[src/rtl/lsu_pkg.sv]
// Shared definitions for the load/store unit: op field layout, access sizes,
// FSM state encoding and the alignment rule.
package lsu_pkg;

   localparam int OP_STORE = 3;
   localparam int OP_UNS   = 2;

   localparam logic [1:0] SZ_BYTE = 2'd0;
   localparam logic [1:0] SZ_HALF = 2'd1;
   localparam logic [1:0] SZ_WORD = 2'd2;
   localparam logic [1:0] SZ_ILL  = 2'd3;

   typedef enum logic [2:0] {
      ST_IDLE   = 3'd0,
      ST_RD     = 3'd1,
      ST_RMW_RD = 3'd2,
      ST_WR     = 3'd3,
      ST_ERR    = 3'd4,
      ST_RESP   = 3'd5
   } lsu_state_t;

   // True when the byte lane cannot start an access of this size (size 3 always fails).
   function automatic logic misaligned(input logic [1:0] size, input logic [1:0] lane);
      logic bad;
      case (size)
         SZ_BYTE: bad = 1'b0;
         SZ_HALF: bad = lane[0];
         SZ_WORD: bad = (lane != 2'd0);
         default: bad = 1'b1;
      endcase
      return bad;
   endfunction

endpackage

[src/rtl/load_store_unit_if.sv]
// Request/response bus from the execute stage and the word-wide bus to data_memory.
interface lsu_req_if #(parameter int ADR_W = 32);
   logic             req_valid;
   logic             req_ready;
   logic [3:0]       req_op;
   logic [ADR_W-1:0] req_addr;
   logic [31:0]      req_wdata;
   logic             resp_valid;
   logic [31:0]      resp_rdata;
   logic             resp_err;

   modport master (
      output req_valid, req_op, req_addr, req_wdata,
      input  req_ready, resp_valid, resp_rdata, resp_err
   );
   modport slave (
      input  req_valid, req_op, req_addr, req_wdata,
      output req_ready, resp_valid, resp_rdata, resp_err
   );
endinterface

interface lsu_mem_if #(parameter int ADR_W = 32);
   logic [ADR_W-1:0] read_adr;
   logic [ADR_W-1:0] write_adr;
   logic [31:0]      write_data;
   logic             memread;
   logic             memwrite;
   logic [31:0]      read_data;

   modport master (
      output read_adr, write_adr, write_data, memread, memwrite,
      input  read_data
   );
   modport slave (
      input  read_adr, write_adr, write_data, memread, memwrite,
      output read_data
   );
endinterface

[src/rtl/lsu_lane_align.sv]
// Combinational lane logic: extracts and extends a loaded byte/half, and merges
// store data into the old word for read-modify-write.
module lsu_lane_align
   import lsu_pkg::*;
(
   input  logic [31:0] rd_word_i,
   input  logic [1:0]  lane_i,
   input  logic [1:0]  size_i,
   input  logic        uns_i,
   input  logic [31:0] old_word_i,
   input  logic [31:0] wdata_i,
   output logic [31:0] ext_o,
   output logic [31:0] merged_o
);

   logic [7:0]  byte_s;
   logic [15:0] half_s;

   // Load path: pick the addressed lane and extend it to 32 bits.
   always_comb begin
      byte_s = rd_word_i[{lane_i, 3'b000} +: 8];
      half_s = lane_i[1] ? rd_word_i[31:16] : rd_word_i[15:0];
      case (size_i)
         SZ_BYTE: ext_o = uns_i ? {24'h000000, byte_s} : {{24{byte_s[7]}}, byte_s};
         SZ_HALF: ext_o = uns_i ? {16'h0000, half_s} : {{16{half_s[15]}}, half_s};
         SZ_WORD: ext_o = rd_word_i;
         default: ext_o = 32'h0000_0000;
      endcase
   end

   // Store path: overwrite only the addressed lane(s) of the old word.
   always_comb begin
      merged_o = old_word_i;
      case (size_i)
         SZ_BYTE: merged_o[{lane_i, 3'b000} +: 8] = wdata_i[7:0];
         SZ_HALF: begin
            if (lane_i[1]) begin
               merged_o[31:16] = wdata_i[15:0];
            end else begin
               merged_o[15:0] = wdata_i[15:0];
            end
         end
         SZ_WORD: merged_o = wdata_i;
         default: merged_o = old_word_i;
      endcase
   end

endmodule

[src/rtl/load_store_unit.sv]
// Requester side of data_memory: one load/store per handshake, sub-word stores
// via read-modify-write, rejects misaligned and out-of-range accesses.
module load_store_unit
   import lsu_pkg::*;
#(
   parameter int MEM_WORDS = 256,
   parameter int ADR_W     = 32
) (
   input  logic       clk,
   input  logic       reset,
   lsu_req_if.slave   req,
   lsu_mem_if.master  mem
);

   lsu_state_t         state_q, state_d;
   logic [ADR_W-3:0]   word_q;
   logic [1:0]         lane_q;
   logic [1:0]         size_q;
   logic               uns_q;
   logic [31:0]        wdata_q;
   logic [31:0]        old_q;
   logic [31:0]        rdata_q;

   logic               accept_s;
   logic               acc_err_s;
   logic [31:0]        ext_s;
   logic [31:0]        merged_s;

   assign accept_s  = (state_q == ST_IDLE) && req.req_valid;
   assign acc_err_s = misaligned(req.req_op[1:0], req.req_addr[1:0]) ||
                      ({2'b00, req.req_addr[ADR_W-1:2]} >= ADR_W'(MEM_WORDS));

   lsu_lane_align u_align (
      .rd_word_i  (mem.read_data),
      .lane_i     (lane_q),
      .size_i     (size_q),
      .uns_i      (uns_q),
      .old_word_i (old_q),
      .wdata_i    (wdata_q),
      .ext_o      (ext_s),
      .merged_o   (merged_s)
   );

   // State register.
   always_ff @(posedge clk or negedge reset) begin
      if (!reset) begin
         state_q <= ST_IDLE;
      end else begin
         state_q <= state_d;
      end
   end

   // Next-state logic.
   always_comb begin
      state_d = state_q;
      case (state_q)
         ST_IDLE: begin
            if (!req.req_valid) begin
               state_d = ST_IDLE;
            end else if (acc_err_s) begin
               state_d = ST_ERR;
            end else if (!req.req_op[OP_STORE]) begin
               state_d = ST_RD;
            end else if (req.req_op[1:0] == SZ_WORD) begin
               state_d = ST_WR;
            end else begin
               state_d = ST_RMW_RD;
            end
         end
         ST_RD:     state_d = ST_RESP;
         ST_RMW_RD: state_d = ST_WR;
         ST_WR:     state_d = ST_RESP;
         ST_ERR:    state_d = ST_IDLE;
         ST_RESP:   state_d = ST_IDLE;
         default:   state_d = ST_IDLE;
      endcase
   end

   // Request capture, load result and old-word capture for read-modify-write.
   always_ff @(posedge clk or negedge reset) begin
      if (!reset) begin
         word_q  <= '0;
         lane_q  <= 2'd0;
         size_q  <= 2'd0;
         uns_q   <= 1'b0;
         wdata_q <= 32'h0000_0000;
         old_q   <= 32'h0000_0000;
         rdata_q <= 32'h0000_0000;
      end else if (accept_s) begin
         word_q  <= req.req_addr[ADR_W-1:2];
         lane_q  <= req.req_addr[1:0];
         size_q  <= req.req_op[1:0];
         uns_q   <= req.req_op[OP_UNS];
         wdata_q <= req.req_wdata;
         rdata_q <= 32'h0000_0000;
      end else if (state_q == ST_RD) begin
         rdata_q <= ext_s;
      end else if (state_q == ST_RMW_RD) begin
         old_q <= mem.read_data;
      end
   end

   // Outputs decoded from the state register only; idle buses are held at zero.
   always_comb begin
      req.req_ready  = 1'b0;
      req.resp_valid = 1'b0;
      req.resp_rdata = 32'h0000_0000;
      req.resp_err   = 1'b0;
      mem.memread    = 1'b0;
      mem.memwrite   = 1'b0;
      mem.read_adr   = '0;
      mem.write_adr  = '0;
      mem.write_data = 32'h0000_0000;
      case (state_q)
         ST_IDLE: req.req_ready = 1'b1;
         ST_RD, ST_RMW_RD: begin
            mem.memread  = 1'b1;
            mem.read_adr = {2'b00, word_q};
         end
         ST_WR: begin
            mem.memwrite   = 1'b1;
            mem.write_adr  = {2'b00, word_q};
            mem.write_data = merged_s;
         end
         ST_RESP: begin
            req.resp_valid = 1'b1;
            req.resp_rdata = rdata_q;
         end
         ST_ERR: begin
            req.resp_valid = 1'b1;
            req.resp_err   = 1'b1;
         end
         default: req.req_ready = 1'b0;
      endcase
   end

endmodule

[src/flat_wrapper.sv]
// flat-port wrapper written by rule: the top's interface ports become plain ports
module load_store_unit_flat import lsu_pkg::*;
#(
   parameter int MEM_WORDS = 256,
   parameter int ADR_W     = 32
)
  (clk, reset, req_req_valid, req_req_op, req_req_addr, req_req_wdata, req_req_ready, req_resp_valid, req_resp_rdata, req_resp_err, mem_read_adr, mem_write_adr, mem_write_data, mem_memread, mem_memwrite, mem_read_data);
  lsu_req_if #(.ADR_W(ADR_W)) req_i ();
  lsu_mem_if #(.ADR_W(ADR_W)) mem_i ();
  input  logic clk;
  input  logic reset;
  input wire logic [$bits(req_i.req_valid)-1:0] req_req_valid;
  input wire logic [$bits(req_i.req_op)-1:0] req_req_op;
  input wire logic [$bits(req_i.req_addr)-1:0] req_req_addr;
  input wire logic [$bits(req_i.req_wdata)-1:0] req_req_wdata;
  output wire logic [$bits(req_i.req_ready)-1:0] req_req_ready;
  output wire logic [$bits(req_i.resp_valid)-1:0] req_resp_valid;
  output wire logic [$bits(req_i.resp_rdata)-1:0] req_resp_rdata;
  output wire logic [$bits(req_i.resp_err)-1:0] req_resp_err;
  output wire logic [$bits(mem_i.read_adr)-1:0] mem_read_adr;
  output wire logic [$bits(mem_i.write_adr)-1:0] mem_write_adr;
  output wire logic [$bits(mem_i.write_data)-1:0] mem_write_data;
  output wire logic [$bits(mem_i.memread)-1:0] mem_memread;
  output wire logic [$bits(mem_i.memwrite)-1:0] mem_memwrite;
  input wire logic [$bits(mem_i.read_data)-1:0] mem_read_data;
  assign req_i.req_valid = req_req_valid;
  assign req_i.req_op = req_req_op;
  assign req_i.req_addr = req_req_addr;
  assign req_i.req_wdata = req_req_wdata;
  assign req_req_ready = req_i.req_ready;
  assign req_resp_valid = req_i.resp_valid;
  assign req_resp_rdata = req_i.resp_rdata;
  assign req_resp_err = req_i.resp_err;
  assign mem_read_adr = mem_i.read_adr;
  assign mem_write_adr = mem_i.write_adr;
  assign mem_write_data = mem_i.write_data;
  assign mem_memread = mem_i.memread;
  assign mem_memwrite = mem_i.memwrite;
  assign mem_i.read_data = mem_read_data;
  load_store_unit #(.MEM_WORDS(MEM_WORDS), .ADR_W(ADR_W)) u_core (.clk(clk), .reset(reset), .req(req_i), .mem(mem_i));
endmodule
[config.mk]
export PLATFORM = sky130hd
export DESIGN_NAME = load_store_unit_flat
export DESIGN_NICKNAME = d
export VERILOG_FILES = /design/src/rtl/lsu_pkg.sv /design/src/rtl/load_store_unit_if.sv /design/src/rtl/lsu_lane_align.sv /design/src/rtl/load_store_unit.sv /design/src/flat_wrapper.sv
export SDC_FILE = /design/constraint.sdc
export NUM_CORES = 1
export LEC_CHECK = 0
export ABC_AREA = 0
export ABC_CLOCK_PERIOD_IN_PS = 3300
export BUFFER_PORTS_ARGS = -buffer_cell sky130_fd_sc_hd__buf_2
export CAP_MARGIN = 30
export CELL_PAD_IN_SITES_DETAIL_PLACEMENT = 0
export CELL_PAD_IN_SITES_GLOBAL_PLACEMENT = 1
export CORE_MARGIN = 2
export CORE_UTILIZATION = 40
export CTS_BUF_LIST = sky130_fd_sc_hd__clkbuf_8 sky130_fd_sc_hd__clkbuf_16
export CTS_CLUSTER_SIZE = 28
export DETAILED_ROUTE_END_ITERATION = 8
export PLACE_DENSITY_LB_ADDON = 0.2
export RECOVER_POWER = 50
export SYNTH_ARGS = -nofsm -noshare
export SYNTH_HDL_FRONTEND = slang
export SYNTH_SLANG_ARGS = --single-unit
[constraint.sdc]
create_clock -name clk -period 3.3 [get_ports clk]
set_input_delay 0.66 -clock clk [delete_from_list [all_inputs] [get_ports clk]]
set_output_delay 0.66 -clock clk [all_outputs]
set_load 0.1 [all_outputs]
==> implementation parameters, run 1 <==
Parameter                              Value

Outcome
  Result of the run ... finished, violations left
  Violated checks ... max-capacitance violations, max-slew violations

STA
  Worst relative slew slack ... -66.7%
  Hold_ws ... 0.471 ns
  Final Hold Violating Endpoints ... 0
  Layout Skew ... 0.00514 ns
  Setup violation total in the final timing report ... 0
  Highest clock rate ... 305 MHz
  Post-route minimum period ... 3.28 ns
  Accumulated negative setup slack ... 0 ns
  Pin slew with the least headroom to its limit ... 2.50 ns
  Unrepaired setup endpoints after global routing ... true
  Post-route clock period utilization ... 99.2%
  Min setup slack post-route ... 0.0248 ns
  Fin. max-slew vios ... 48

Place
  Number of buffers added on ports ... 231
  Detailed Place HPWL ... 18900 um
  Worst setup slack before clock tree synthesis ... 0.385 ns
  GP Congestion ... 0.895

Setup path
  Worst-path maximum fanout ... 4
  R2r worst-path depth ... 4
  Crit path required time ... 2.64 ns
  CP Data Arrival Time ... 2.62 ns
  Critical path origin ... u_core.lane_q[1]
  Reg-to-reg startpoint ... u_core.size_q[1]
  Kind of critical path ... flop to output pin
  Kind of start point of the critical path ... flop
  Setup crit end kind ... output pin

Synthesis
  Number of enable-type register cells in the synthesized netlist ... 0
  Cell count after synthesis ... 692
  Async set-or-reset flop fraction in the synthesized netlist ... 100%
  Area of the mapped netlist ... 7710 um2
  Most frequently used flop master after synthesis ... sky130_fd_sc_hd__dfrtp_1
  Sequential share of the synthesized area ... 43.5%
  Number of synthesized register bits ... 134
  Warnings, synthesis ... 0
  Average instance area after synthesis ... 11.1 um2
  Top-area cell type share of the netlist area ... 43.5%
  Library cell occupying the most area in the post-synthesis netlist ... sky130_fd_sc_hd__dfrtp_1
  Top post-synthesis cells by area ... sky130_fd_sc_hd__dfrtp_1 (43%), sky130_fd_sc_hd__mux2_2 (17%), sky130_fd_sc_hd__and2_1 (5.0%), sky130_fd_sc_hd__a221o_1 (3.1%), sky130_fd_sc_hd__and3_1 (2.6%)
  Distinct cells, synth ... 54

Flow run
  Max-cap violations ... 1

Die
  DIE AREA ... 20400 um2
  Number of core rows ... 50
  I/O pin cnt ... 236
  Die span in x ... 143 um
  Die height ... 143 um
  Core Footprint ... 18800 um2
  Initial core utilization ... 40.9%

Pwr
  Power density of the placed cells ... 426 nW/um2
  Static Leak ... 5.11 nW
  Final total power ... 0.00486 W
  Maximum vdd ir drop ... 0.355 mV

Route
  Post-route DRC ... 0
  Number of design-rule violations left by the first detailed-router iteration ... 481
  First-pass DRT Iterations ... 5
  DRT Wirelength ... 24900 um
  Routed length per placed instance ... 21.0 um
  Detail Route Antenna Nets ... 0
  Vias ... 6726
  Via/cell ratio ... 5.67

Clocking
  CTS tree ... done
  Number of CTS-inserted buffers ... 17
  Clock transition at the register clock pins on the worst setup and hold paths after CTS ... 0.06 ns
  Clock tree sinks ... 134
  Clock insertion delay at the later pin of the skew report ... 0.42 ns
  Clock Path Buffers ... 2
  CTS root buf ... sky130_fd_sc_hd__clkbuf_16
  CTS Hold Buffers Added ... 0
  H-tree depth ... 4

Global routing
  Grt ovf ... 0
  Fraction of met3 tracks used by global routing ... 6.37%
  Met1 capacity usage during global routing ... 33.0%
  Via count of the first global-routing pass ... 6746
  Antenna violations before repair ... 2
  First-pass GRT wire length ... 38200 um
  GRT Resource Usage Total ... 24.6%
  Maximum number of pins on one net before global-route repair ... 48
  Most Crowded Layer GR ... met2
  M2 GR Usage ... 39.2%

Hold path
  Worst hold start ... req_req_wdata[6]
  Path class of the lowest-slack min-delay path ... input pin to flop
  Number of instances on the worst hold path ... 2

Final layout
  Most common library cell in the layout ignoring fill and taps ... sky130_fd_sc_hd__dfrtp_1
  Layout area overhead ... 48.0%
  Net count reported at finish ... 1021
  Top library cells by usage in the layout, fill and taps aside ... sky130_fd_sc_hd__dfrtp_1 (133), sky130_fd_sc_hd__buf_2 (132), sky130_fd_sc_hd__mux2_2 (115)
  Final Core Density ... 60.6%
  Layout cells sized above 1 ... 50.4%
  Fillers ... 1543
final timing paths:
kind                            slack, ns                  to
worst max-delay path                 0.02   mem_write_data[0]
worst max register to register       0.71   u_core.rdata_q[6]
worst min register to register       0.49  u_core.rdata_q[15]
worst min-delay path                 0.47   u_core.wdata_q[6]
max in group asynchronous            0.61    u_core.size_q[0]
min in group asynchronous            1.00  u_core.rdata_q[30]
synth_stat cells (all sizes together) (4+ instances only):
cell type and n:
and2 62, dfrtp 134, a22o 16, o22ai 9, nand2 26, nor2 27, a221o 24, mux2i 16
a221oi 16, a32oi 4, a22oi 25, inv 7, nor4 5, clkbuf 23, buf 39, a21o 7
and3 32, ha 5, mux2 115, a211oi 8, a21oi 27, nor2b 12, mux4 8, o21ai 15
routing by layer:
metal  share of wire, %  vias up
met3                7.6       40
met5              0.028        -
met1                 42     3374
met4                2.2        2
li1                   -     3023
met2                 48      287
power by group:
part	total, W	switching, W	internal, W
Clock	0.00208	0.000727	0.00135
Sequential	0.00190	0.000137	0.00177
Combinational	0.000873	0.000481	0.000392
Total	0.00486	0.00135	0.00351
logic make-up after synthesis:
logic type               Yosys count  share of synthesized area (%)
flip-flops                       134                           43.5
multiplexers                     139                           21.2
XOR/XNOR                           1                          0.114
AND/OR/NAND/NOR                  184                           13.9
buffers and inverters             69                           4.51
adder cells (fa/ha/maj)            5                          0.812
AO/OA/AOI/OAI                    159                           15.9
other                              1                         0.0486
worst max-delay path, cell delays in order, from the launching register on:
cell	delay, ns
sky130_fd_sc_hd__dfrtp_1	0.39
sky130_fd_sc_hd__inv_1	0.16
sky130_fd_sc_hd__buf_6	0.14
sky130_fd_sc_hd__ha_2	0.20
sky130_fd_sc_hd__or4bb_4	0.49
sky130_fd_sc_hd__a22oi_4	0.17
sky130_fd_sc_hd__buf_4	0.16
sky130_fd_sc_hd__a22oi_1	0.11
sky130_fd_sc_hd__nor2_2	0.19
sky130_fd_sc_hd__buf_12	0.19
through the flow:
step | cells | cell area (um2)
2_1_floorplan | 695 | 7930
3_5_place_dp | 1150 | 10700
3_3_place_gp | 1150 | 10700
4_1_cts | 1183 | 11400
5_1_grt | 1186 | 11400
6_report | 1187 | 11400
area by class of cell:
type	instances	area [um2]	area share, %
diodes	2	5.00	0.0439
clock buffers	18	439	3.85
clock inverters	13	205	1.80
inverters	7	26.3	0.230
multi-input cells	492	4230	37.1
flip-flops and latches	134	3350	29.4
well taps	260	325	2.85
repair buffers	261	2830	24.8
flip-flops by register name, indices dropped and copies added (netlist names):
signal,flops
u_core.uns_q,1
u_core.lane_q,2
u_core.rdata_q,32
u_core.old_q,32
u_core.wdata_q,32
u_core.size_q,2
u_core.state_q,3
u_core.word_q,30
timing repair:
| action | 4_1_cts | 5_1_grt |
|---|---|---|
| gates resized for setup | 3 | 7 |
| endpoints found under the hold margin | 0 | 0 |
| buffers inserted | 2 | 2 |
| endpoints found under the setup margin | 11 | 26 |
| pin swaps | 1 | 1 |
Power figures use the tool's default switching activity.
==> run 2, diff against run 1 <==
--- a/config.mk
+++ b/config.mk
@@ -6,16 +6,17 @@
 export NUM_CORES = 1
 export LEC_CHECK = 0
 export ABC_AREA = 0
-export ABC_CLOCK_PERIOD_IN_PS = 3300
+export ABC_CLOCK_PERIOD_IN_PS = 2830
 export BUFFER_PORTS_ARGS = -buffer_cell sky130_fd_sc_hd__buf_2
 export CAP_MARGIN = 30
 export CELL_PAD_IN_SITES_DETAIL_PLACEMENT = 0
 export CELL_PAD_IN_SITES_GLOBAL_PLACEMENT = 1
 export CORE_MARGIN = 2
-export CORE_UTILIZATION = 40
+export CORE_UTILIZATION = 36
 export CTS_BUF_LIST = sky130_fd_sc_hd__clkbuf_8 sky130_fd_sc_hd__clkbuf_16
 export CTS_CLUSTER_SIZE = 28
 export DETAILED_ROUTE_END_ITERATION = 8
+export GPL_TIMING_DRIVEN = 0
 export PLACE_DENSITY_LB_ADDON = 0.2
 export RECOVER_POWER = 50
 export SYNTH_ARGS = -nofsm -noshare
==> constraint.sdc (replaced) <==
create_clock -name clk -period 2.83 [get_ports clk]
set_input_delay 0.566 -clock clk [delete_from_list [all_inputs] [get_ports clk]]
set_output_delay 0.566 -clock clk [all_outputs]
set_load 0.1 [all_outputs]
==> run 2 against run 1 <==
  * The flow finishes with violations (max-capacitance violations, max-slew violations, negative setup slack)
  * Sequential power increased by 17%
  * Sequential share of layout area fell by 0.70 points
  * Clock power increased by 4%
==> implementation parameters, run 2 (same netlist as run 1, synthesis figures left out) <==
Parameter                              Value

STA
  Highest clock rate ... 316 MHz
  Setup violation total in the final timing report ... 46 (+46)
  Unrepaired setup endpoints after global routing ... true
  Layout Skew ... 0.0118 ns (+0.00666 ns)
  Min setup slack post-route ... -0.335 ns (-0.359 ns)
  Fin. max-slew vios ... 75 (+56%)
  Post-route minimum period ... 3.16 ns
  Final Hold Violating Endpoints ... 0 (unchanged)
  Post-route clock period utilization ... 112%
  Hold_ws ... 0.365 ns (-0.106 ns)
  Pin slew with the least headroom to its limit ... 1.91 ns (-0.590 ns)
  Worst relative slew slack ... -27.4% (+39 points)

Setup path
  Critical path origin ... u_core.lane_q[0]
  End point of the critical path ... mem_write_data[0]
  Reg-to-reg startpoint ... u_core.state_q[0]
  Endpoint of the lowest-slack register-to-register path ... u_core.old_q[22]
  Reg2reg setup slack ... 0.29 ns (-0.42 ns)
  Kind of start point of the critical path ... flop
  R2r worst-path depth ... 4 (unchanged)
  CP Data Arrival Time ... 2.60 ns (-0.02 ns)
  Setup crit end kind ... output pin
  Worst-path maximum fanout ... 8 (+4)
  Crit path required time ... 2.26 ns (-0.38 ns)
  Kind of critical path ... flop to output pin

Place
  GP Congestion ... 0.783 (-12%)
  Detailed Place HPWL ... 20100 um (+6.3%)
  Area of placed instances ... 9720 um2 (-9.5%)
  Number of buffers added on ports ... 231 (unchanged)

Die
  Initial core utilization ... 36.7% (-4.3 points)
  DIE AREA ... 22600 um2 (+11%)
  Number of core rows ... 53 (+6.0%)
  Core Footprint ... 21000 um2 (+12%)
  Die span in x ... 150 um (+5.3%)
  Die height ... 150 um (+5.3%)
  I/O pin cnt ... 236 (unchanged)

Clocking
  H-tree depth ... 4 (unchanged)
  Number of CTS-inserted buffers ... 17 (unchanged)
  Clock insertion delay at the later pin of the skew report ... 0.43 ns (about the same)
  Clock tree sinks ... 134 (unchanged)
  Clock transition at the register clock pins on the worst setup and hold paths after CTS ... 0.07 ns (about the same)
  CTS root buf ... sky130_fd_sc_hd__clkbuf_16
  Clock Path Buffers ... 2 (unchanged)
  CTS tree ... done
  CTS Hold Buffers Added ... 0 (unchanged)

Pwr
  Part of the total power dissipated in sequential elements ... 39.3% (about the same)
  Maximum vdd ir drop ... 0.437 mV (+23%)
  Comb pwr share ... 22.2% (+4.2 points)
  Power density of the placed cells ... 483 nW/um2 (+14%)
  Switching power share of the total ... 31.8% (+4.1 points)
  Static Leak ... 5.33 nW (+4.3%)
  Internal power consumption ... 0.00385 W (+9.6%)
  Net switching power figure ... 0.00180 W (+34%)
  Clock power share ... 38.5% (-4.4 points)

Final layout
  Net count reported at finish ... 1085 (+6.3%)
  Fillers ... 1803 (+17%)
  Most common library cell in the layout ignoring fill and taps ... sky130_fd_sc_hd__dfrtp_1
  Largest registers ranked by flip-flop count ... u_core.old_q: 32 flops, u_core.rdata_q: 32 flops, u_core.wdata_q: 32 flops
  Top library cells by usage in the layout, fill and taps aside ... sky130_fd_sc_hd__dfrtp_1 (133), sky130_fd_sc_hd__buf_2 (130), sky130_fd_sc_hd__mux2_2 (115)
  Layout cells sized above 1 ... 58.3% (+7.9 points)
  Layout area overhead ... 51.6%
  Post-route cell area ... 11700 um2 (+2.4%)

Route
  DRT Wirelength ... 27600 um (+11%)
  First-pass DRT Iterations ... 5 (unchanged)
  Vias ... 6989 (+3.9%)
  Detail Route Antenna Nets ... 0 (unchanged)
  Via/cell ratio ... 5.51 (-2.8%)
  Routed length per placed instance ... 21.7 um (+3.6%)
  Post-route DRC ... 0 (unchanged)
  Number of design-rule violations left by the first detailed-router iteration ... 385 (-20%)

Global routing
  Maximum number of pins on one net before global-route repair ... 75 (+56%)
  First-pass GRT wire length ... 41200 um (+7.9%)
  GRT Resource Usage Total ... 24.3% (-0.23 points)
  Via count of the first global-routing pass ... 6878 (+2.0%)
  Antenna violations before repair ... 5 (+3)
  Grt ovf ... 0 (unchanged)

Outcome
  Result of the run ... finished, violations left
  Violated checks ... max-capacitance violations, max-slew violations, negative setup slack

Hold path
  Path class of the lowest-slack min-delay path ... input pin to flop
  Number of instances on the worst hold path ... 2 (unchanged)

Flow run
  Max-cap violations ... 1 (unchanged)
==> run 2: cell count changes in the layout (fill, tap and decap cells not counted), sizes merged <==
cell	before	now
clkinv	4	6
clkbuf	27	50
diode	2	4
inv	9	13
buf	252	292
bufinv	5	1
==> run 2: final cells by class <==
cell class                 instances  area [um2]  share of cell area, %
multi-input combinational        492        4690                   40.1
sequential                       134        3350                   28.7
timing repair buffer             266        2300                   19.6
clock buffer                      17         425                   3.64
buffer                            59         377                   3.22
tap                              275         344                   2.94
clock inverter                    15         145                   1.24
inverter                           7        48.8                  0.417
antenna                            4        10.0                 0.0856
==> run 2: worst min-delay path by stage <==
stage | from | to | slack, ns
final | req_req_wdata[14] | u_core.wdata_q[14] | 0.37
after global routing | req_req_addr[5] | u_core.word_q[3] | 0.36
after CTS | reset | u_core.rdata_q[25] | 0.19
after detailed placement | u_core.rdata_q[13] | u_core.rdata_q[13] | 0.47
after global placement | u_core.rdata_q[11] | u_core.rdata_q[11] | 0.46
after floorplan | reset | u_core.lane_q[0] | 0.27
==> run 2: per-stage QoR <==
step	power (W)	util, %	setup TNS, ns	worst slack, ns	std cells
floorplan	0.00292	-	-1.59	-0.449	695
global placement	0.00329	45.8	-125.88	-0.810	1201
finish	0.00565	55.6	-5.66	-0.335	1269
global route	0.00586	55.6	-28.73	-0.389	1267
detailed placement	0.00330	46.3	-16.42	-0.527	1205
CTS	0.00565	54.9	-6.98	-0.414	1256
==> run 2: power groups by stage <==
stage	logic (W)	clock network, W	registers (W)
4_1_cts	0.00122	0.00222	0.00221
6_report	0.00125	0.00217	0.00222
3_3_place_gp	0.00105	0	0.00224
3_5_place_dp	0.00107	0	0.00224
2_1_floorplan	0.000746	0	0.00217
5_1_grt	0.00133	0.00229	0.00224
==> run 2: per-layer routing <==
layer / global-route usage [%] / wire length (um) / up-vias
met5: 0 / 13 / -
met4: 8.40 / 573 / 2
met3: 5.45 / 2140 / 37
met2: 37.3 / 12700 / 275
met1: 34.0 / 12100 / 3511
li1: - / - / 3164
==> run 2: timing repair <==
action / in CTS / in global routing
pin swaps: 36 / 24
setup endpoints to repair: 122 / 90
gates resized for setup: 308 / 44
buffers inserted: 21 / 10
==> run 2: critical path: stages (launching register included) <==
cell and delay [ns]:
sky130_fd_sc_hd__dfrtp_1 0.38, sky130_fd_sc_hd__buf_6 0.13, sky130_fd_sc_hd__buf_12 0.12, sky130_fd_sc_hd__clkinv_8 0.04, sky130_fd_sc_hd__ha_4 0.19, sky130_fd_sc_hd__or4bb_4 0.52
sky130_fd_sc_hd__a22oi_4 0.16, sky130_fd_sc_hd__buf_12 0.16, sky130_fd_sc_hd__a22oi_2 0.08, sky130_fd_sc_hd__nor2_2 0.19, sky130_fd_sc_hd__buf_12 0.20
